--- src/rtl/mmio_uart_tx.sv ---
// Memory-mapped 8N1 UART transmitter: bus stores fill a small byte FIFO that a
// serialiser FSM drains onto tx, and a status word is readable combinationally.
module mmio_uart_tx #(
    parameter logic [31:0] ADDR_TX      = 32'hFFFF_0000,
    parameter logic [31:0] ADDR_STAT    = 32'hFFFF_0004,
    parameter int unsigned CLKS_PER_BIT = 4,
    parameter int unsigned FIFO_DEPTH   = 4
) (
    input  logic        clk,
    input  logic        reset,
    input  logic        MemWrite,
    input  logic [31:0] DataAdr,
    input  logic [31:0] WriteData,
    output logic [31:0] ReadData,
    output logic        tx,
    output logic        tx_busy
);

    localparam int unsigned PtrW = $clog2(FIFO_DEPTH);
    localparam int unsigned CntW = $clog2(CLKS_PER_BIT);
    localparam logic [CntW-1:0] BitLast  = CntW'(CLKS_PER_BIT - 1);
    localparam logic [PtrW:0]   DepthVal = (PtrW + 1)'(FIFO_DEPTH);

    typedef enum logic [1:0] {
        StIdle,
        StStart,
        StData,
        StStop
    } state_e;

    state_e            stateQ, stateD;
    logic [CntW-1:0]   cntQ, cntD;
    logic [2:0]        idxQ, idxD;
    logic [7:0]        shregQ, shregD;
    logic              txQ, txD;
    logic [PtrW:0]     countQ, countD;
    logic [PtrW-1:0]   wrPtrQ, rdPtrQ;
    logic              overflowQ, overflowD;
    logic [7:0]        mem [FIFO_DEPTH];

    logic wrTx, wrStat, full, empty, pop, accept, drop;
    logic [3:0] countStat;

    assign wrTx   = MemWrite && (DataAdr == ADDR_TX);
    assign wrStat = MemWrite && (DataAdr == ADDR_STAT);
    assign full   = (countQ == DepthVal);
    assign empty  = (countQ == '0);
    assign pop    = (stateQ == StIdle) && !empty;
    // A pop in the same edge frees a slot, so a push into a full FIFO still lands.
    assign accept = wrTx && (!full || pop);
    assign drop   = wrTx && !accept;

    always_comb begin
        countD = countQ;
        if (accept && !pop) begin
            countD = countQ + 1'b1;
        end else if (!accept && pop) begin
            countD = countQ - 1'b1;
        end
    end

    // Set beats clear when both happen in one edge.
    always_comb begin
        overflowD = overflowQ;
        if (wrStat && WriteData[0]) begin
            overflowD = 1'b0;
        end
        if (drop) begin
            overflowD = 1'b1;
        end
    end

    always_comb begin
        stateD = stateQ;
        cntD   = cntQ;
        idxD   = idxQ;
        shregD = shregQ;
        txD    = txQ;
        unique case (stateQ)
            StIdle: begin
                txD = 1'b1;
                if (pop) begin
                    shregD = mem[rdPtrQ];
                    cntD   = '0;
                    stateD = StStart;
                    txD    = 1'b0;
                end
            end
            StStart: begin
                if (cntQ == BitLast) begin
                    cntD   = '0;
                    idxD   = '0;
                    stateD = StData;
                    txD    = shregQ[0];
                end else begin
                    cntD = cntQ + 1'b1;
                end
            end
            StData: begin
                if (cntQ == BitLast) begin
                    cntD   = '0;
                    shregD = shregQ >> 1;
                    if (idxQ == 3'd7) begin
                        stateD = StStop;
                        txD    = 1'b1;
                    end else begin
                        idxD = idxQ + 1'b1;
                        txD  = shregQ[1];
                    end
                end else begin
                    cntD = cntQ + 1'b1;
                end
            end
            StStop: begin
                txD = 1'b1;
                if (cntQ == BitLast) begin
                    cntD   = '0;
                    stateD = StIdle;
                end else begin
                    cntD = cntQ + 1'b1;
                end
            end
            default: begin
                stateD = StIdle;
                txD    = 1'b1;
            end
        endcase
    end

    always_ff @(posedge clk) begin
        if (reset) begin
            stateQ    <= StIdle;
            cntQ      <= '0;
            idxQ      <= '0;
            shregQ    <= '0;
            txQ       <= 1'b1;
            countQ    <= '0;
            wrPtrQ    <= '0;
            rdPtrQ    <= '0;
            overflowQ <= 1'b0;
        end else begin
            stateQ    <= stateD;
            cntQ      <= cntD;
            idxQ      <= idxD;
            shregQ    <= shregD;
            txQ       <= txD;
            countQ    <= countD;
            overflowQ <= overflowD;
            if (accept) begin
                wrPtrQ <= wrPtrQ + 1'b1;
            end
            if (pop) begin
                rdPtrQ <= rdPtrQ + 1'b1;
            end
        end
    end

    // Storage needs no reset; the pointers and count define what is valid.
    always_ff @(posedge clk) begin
        if (!reset && accept) begin
            mem[wrPtrQ] <= WriteData[7:0];
        end
    end

    assign countStat = 4'(countQ);
    assign tx        = txQ;
    assign tx_busy   = (stateQ != StIdle) || !empty;
    assign ReadData  = (DataAdr == ADDR_STAT) ?
                       {24'b0, countStat, 1'b0, overflowQ, full, tx_busy} : 32'h0;

endmodule

--- config.mk ---
export PLATFORM = sky130hd
export DESIGN_NAME = mmio_uart_tx
export DESIGN_NICKNAME = d
export VERILOG_FILES = /design/src/rtl/mmio_uart_tx.sv
export SDC_FILE = /design/constraint.sdc
export NUM_CORES = 1
export LEC_CHECK = 0
export ABC_AREA = 1
export CELL_PAD_IN_SITES_DETAIL_PLACEMENT = 2
export CELL_PAD_IN_SITES_GLOBAL_PLACEMENT = 2
export CORE_ASPECT_RATIO = 1.2
export CORE_MARGIN = 4
export CORE_UTILIZATION = 28
export DETAILED_ROUTE_END_ITERATION = 10
export PLACE_DENSITY = 0.93
export SKIP_CTS_REPAIR_TIMING = 1
export SLEW_MARGIN = 20
export SYNTH_ARGS = -nofsm -noshare
export SYNTH_HDL_FRONTEND = slang
export SYNTH_SLANG_ARGS = --single-unit
--- constraint.sdc ---
create_clock -name clk -period 3.15 [get_ports clk]
set_input_delay 0.63 -clock clk [delete_from_list [all_inputs] [get_ports clk]]
set_output_delay 0.63 -clock clk [all_outputs]
set_load 0.01 [all_outputs]
Yosys cells after proc, flatten, opt, wreduce, memory -nomap -nowiden
Memory sizes are Yosys's and may differ from the RTL's. A register that Yosys moved wholly into a read port is not among the register bits.
Index checks and enable logic that the tools add are counted.
Cells by class
  add/subtract/negate cells: 6
  $mul: 0
  div/mod/pow operators: 0
  $lt $le $gt $ge: 0
  equal/unequal tests: 14
  shifts and indexed selects: 0
  mux-type cells: 30
  bitwise logic cells: 0
  reduce and logical (&&, ||, !) cells: 28
Operator list (count)
  $eq 32x32->1 const B: 2
  $mux 2: 9
  $mux 8: 2
  $pmux 8 s2: 1
  $mux 3: 5
  $ne 2x2->1 const B: 6
  $reduce_bool 2->1: 5
  $logic_and 1x1->1: 9
  $mux 1: 8
  $pmux 2 s4: 1
  $mux 7: 1
  $add 2x1->2 const B: 3
  $add 3x1->3 const B: 2
  $eq 2x2->1 const B: 3
  $eq 3x3->1 const B: 2
  $pmux 3 s2: 1
  $logic_not 1->1: 5
  $reduce_and 5->1: 1
  $pmux 1 s4: 1
  $pmux 2 s2: 1
  $reduce_and 4->1: 1
  $logic_not 3->1: 1
  $reduce_and 3->1: 1
  $reduce_or 3->1: 1
  5 further kinds: 6
Word-level totals
  flip-flop bits (word level): 24
  bits in latches: 0
  bits in writable memories: 32
  bits in read-only memories: 0
  output and inout port bits: 34
  word-level logic and storage cells: 88
  memories kept: 1
Memory list
  mem: words 4, bits a word 8, read ports 1, clocked after memory_dff 1, write ports 1, RTL line 39  | logic [7:0] mem [FIFO_DEPTH];

Longest topological paths before layout
  depth after elaboration: 9
  mapped depth: 13

Worst setup path after synthesis
Ideal clock, no wire load.
  kind: input port to flip-flop
  start point: input DataAdr[18]
  end point: register countQ[2]
  arrival: 2160 ps
  data required time: 3025 ps
  setup slack: 865 ps
  stages on the path: 13
  path buffers: 0
  path through: nand2_1 -> nor2_1 -> nand2_1 -> nor2_2 -> nand4_2 -> inv_2 -> ha_1 -> inv_1 -> fa_1 -> a21oi_1 -> o21ai_0 -> o21ai_0 -> a21oi_1
Between the ends
  cells in the longest elaborated chain, start to end: 6
  elaborated cells between the ends (all ways): 8
  those cells by class: eq/ne: 1; mux: 1; reduce/logical: 6
Ends and longest elaborated chain
  start: declaration: RTL line 12  | input logic [31:0] DataAdr,
  $eq 32x32->1 (*): RTL line 44  | assign wrTx = MemWrite && (DataAdr == ADDR_TX);
  $logic_and 1x1->1 (*): RTL line 44
  $logic_and 1x1->1 (*): RTL line 50  | assign accept = wrTx && (!full || pop);
  $logic_not 1->1: RTL line 57  | end else if (!accept && pop) begin
  $logic_and 1x1->1: RTL line 57
  $reduce_bool 2->1 (no line)
  end signal: assignment: RTL line 147  | countQ <= countD;
  end: declaration: RTL line 36  | logic [PtrW:0] countQ, countD;
Mark *: on every way between the ends. The rest lies on a longest branch, timed or not.
A chain may end at the register's enable or synchronous reset.

Final worst setup path
  start point: input DataAdr[26]
  end point: output ReadData[6]
Between the ends
  cells in the longest elaborated chain, start to end: 2
Ends and longest elaborated chain
  $eq 32x32->1: RTL line 168  | assign ReadData = (DataAdr == ADDR_STAT) ?
  $mux 7: RTL line 168
  end: declaration: RTL line 14  | output logic [31:0] ReadData,
Every way passes these cells.

==> results.txt <==
The flow ran to the end, and the final reports show no timing, DRC or antenna violations. The floorplan step set the die height to approximately 120 um. The final routed DRC violation total came out at 0. The first detailed-routing pass took 4 iterations. In this design, the stage delay of the slowest critical-path cell is approximately 0.45 ns. By area, the combinational part of the netlist is dominated by simple AND/OR/NAND/NOR gates.

Traced cell by cell, the critical path runs through clkdlybuf4s50_1 > nand2_1 > nor2_1 > nand3_1 > nor2_2 > nand3_2 > buf_4 > nor2_1 > dlymetal6s2s_1. The overflow left after global routing is 0. The post-synthesis area per instance came out at ~8.7 um^2. Yosys mapped a number of flops with a built-in enable equal to 32. The register-to-register path setup slack is between 0.6 and 0.7 ns.

Setup violations remaining at the end of the flow were counted as 0. The final worst-path cycle share is between 80% and 90%. The initial antenna violation count is 0.

In this run the static leakage power is around 1.7 nW. The sum of net half-perimeters after detailed placement came out at 6918 um. The share of synthesized registers carrying an async set or reset came out at 0%. The final count of hold timing violations is 0. The classification of the worst-slack hold path is reg -> reg. No sink is reached through more buffers than the 2 on the longest clock path. The combined global-route utilization of all metal layers is approximately 15%.

After Yosys synthesis, full adders, half adders and majority gates account for around 6% of the synthesized area. The post-synthesis cell type count came out at 33. The power density over the cells came out at between 600 and 700 nW/um^2. The TritonCTS clock tree is built. STA classifies the critical path endpoint as an output port. The element type at the critical path start is an input pin. The sequential-to-total area share from yosys stat came out at 47.88%. The remaining antenna violation count after routing came out at 0. The die covers about 13000 um^2. The total number of vias is roughly 2600.

The library cell with the largest summed area after synthesis is sky130_fd_sc_hd__edfxtp_1. The placement row count came out at around 40. The cell type of the slowest stage on the worst timing path is sky130_fd_sc_hd__clkdlybuf4s50_1. The worst setup path is of the in -> out kind. The clock insertion delay at the later pin of the skew report came out at between 0.3 and 0.4 ns.

Along the worst path, the maximum fanout reaches 3. The synthesized design devotes to its leading area cell type a little under a third of total area. Measured against its own limit, the worst slew margin works out to 57.62%.

Buffers inserted during clock tree synthesis total 9. The final worst hold slack is 0.4651 ns. The complex-gate fraction of the synthesized area is between 10% and 20%. The number of warnings issued by yosys came out at 0. The initial utilization of the core area, before any placement, comes to 29.00%. The XOR/XNOR share of the synthesized area came out at 0.2831%.

The post-route netlist has approximately a tenth of its cells at a drive strength greater than 1. The final weighted congestion of routability-driven global placement is around 0.74. The transition time at the pin with the least slew margin came out at 0.6348 ns. The synthesis-to-finish area growth came out at 26.08%. For this run, the share of the core covered by cells in the final layout is between 30% and 40%. The simple-gate area share of the yosys netlist is slightly below 20%.

The number of H-tree branching levels came out at 3. On the final layout, the worst clock skew is between 0.005 and 0.006 ns. The largest net degree at the start of global routing came out at 18. The minimum period implied by the final worst setup slack came out at roughly 2.8 ns. The multiplexer share of the synthesized area came out at 0%. The global-route wire length before repair came out at around 15000 um. The average vias per placed instance is about 4.7. After clock tree synthesis, the clock-pin slew on the worst setup and hold paths is ~0.05 ns. From left edge to right edge, the die measures 104.0 um. The count of inserted antenna diode cells came out at 0.

The post-synthesis cell area is 3094 um^2. The total count of max-transition violations in the final report is 0. Counting stages on the worst path, the most repeated cell is sky130_fd_sc_hd__nor2_1. The number of synthesized register bits came out at a little under 60. The number of buffers inserted by port buffering came out at 50.

The routed wire length came out at 9174 um. The prevailing post-synth register cell is sky130_fd_sc_hd__edfxtp_1. For this design, the sink count on the clock tree is 58. After technology mapping, the gate count stands at about 360.

The number of violations reported at the end of detailed-routing iteration 0 is around 110. Setup repair after global routing left no endpoint under its margin. The total number of nets in the final design is between 400 and 500. The via count of the first global-routing pass came out at 2861. The number of maximum-capacitance constraint violations came out at 0. Timing would allow up to about 360 MHz. The core region is approximately 11000 um^2. The root buffer selected by CTS is sky130_fd_sc_hd__clkbuf_16.

The worst vdd rail ir drop is between 0.0002 and 0.00025 V. Pin placement for this block handled slightly above 100 I/O pins. The critical path arrival came out at 2.13 ns. By area the synthesized netlist is led by sky130_fd_sc_hd__edfxtp_1, sky130_fd_sc_hd__dfxtp_1, sky130_fd_sc_hd__nand2_1, sky130_fd_sc_hd__buf_4, sky130_fd_sc_hd__nor2_1. For the worst setup path, the data required time is 2.52 ns. The mean routed wirelength per cell came out at about 17 um.
-- worst max-delay path, delay by kind of cell --
| family | cells | cell delay, ns |
|---|---|---|
| AND/OR/NAND/NOR | 6 | 0.69 |
| buffers and inverters | 3 | 0.80 |
-- routing by layer --
metal	part of all wire [%]	track usage [%]	up-vias
li1	-	-	1239
met1	38	14.65	1278
met2	56	29.43	63
met3	3.9	3.812	8
met4	1.5	5.486	0
met5	0	0	-
-- power by group --
part	total (mW)	switching, mW	internal, mW
logic	0.836	0.540	0.297
clock network	0.891	0.343	0.548
registers	0.981	0.0939	0.888
-- path summary, 6_finish.rpt --
| check | startpoint | endpoint | cells after the start |
|---|---|---|---|
| max | DataAdr[26] | ReadData[6] | 9 |
| min | idxQ[0] | idxQ[0] | 1 |
| max reg2reg | stateQ[0] | countQ[2] | 13 |
| min reg2reg | idxQ[0] | idxQ[0] | 1 |
-- cell type report --
cell class,instances,area (um^2)
Fill cell,1212,6769
Sequential cell,58,1481
Multi-Input combinational cell,247,1276
Timing Repair Buffer,53,538.0
Clock buffer,11,242.7
Inverter,45,171.4
Tap cell,129,161.4
Clock inverter,5,30.03
-- state kept, by name, summed over array words and instances, names as in the netlist, named ones only --
signal	count
cntQ	2
stateQ	2
overflowQ	1
rdPtrQ	2
tx	1
mem	32
idxQ	3
countQ	3
wrPtrQ	2
shregQ	8
-- placed cells by master (no fill, tap or decap), drive strengths merged, types with 6 or more instances in the layout --
cell / n
a21oi: 28
clkbuf: 11
clkdlybuf4s50: 44
conb: 26
dfxtp: 26
dlymetal6s2s: 6
edfxtp: 32
ha: 13
inv: 45
nand2: 58
nand3: 9
nor2: 59
o21ai: 33
o22ai: 8
-- cells in the mapped netlist (3+ instances only) --
| cell | count |
|---|---|
| sky130_fd_sc_hd__a21oi_1 | 27 |
| sky130_fd_sc_hd__buf_4 | 27 |
| sky130_fd_sc_hd__buf_6 | 5 |
| sky130_fd_sc_hd__dfxtp_1 | 26 |
| sky130_fd_sc_hd__edfxtp_1 | 32 |
| sky130_fd_sc_hd__ha_1 | 13 |
| sky130_fd_sc_hd__inv_1 | 39 |
| sky130_fd_sc_hd__inv_2 | 5 |
| sky130_fd_sc_hd__nand2_1 | 56 |
| sky130_fd_sc_hd__nand3_1 | 7 |
| sky130_fd_sc_hd__nand4_1 | 3 |
| sky130_fd_sc_hd__nor2_1 | 53 |
| sky130_fd_sc_hd__nor2_2 | 5 |
| sky130_fd_sc_hd__o21ai_0 | 20 |
| sky130_fd_sc_hd__o21ai_1 | 12 |
| sky130_fd_sc_hd__o22ai_1 | 8 |
-- per-stage QoR --
stage	instance area (um^2)	setup slack, ns	std cells	power (mW)	TNS, ns
2_1_floorplan	3188	0.8655	382	1.572	0
3_3_place_gp	3613	0.07659	532	1.736	0
3_5_place_dp	3613	-0.01485	532	1.823	-0.01485
4_1_cts	3886	-0.01270	548	2.740	-0.02135
5_1_grt	3901	0.1981	548	2.891	0
6_report	3901	0.3914	548	2.709	0
-- logic make-up (layout without fill, tap and decap cells) --
group	Yosys count	after routing
flip-flops	58	58
other	1	26
AND/OR/NAND/NOR	134	134
buffers and inverters	77	114
AO/OA/AOI/OAI	72	72
XOR/XNOR	1	1
adder cells (fa/ha/maj)	14	14
Note: power is estimated with default switching activity, not from simulation.
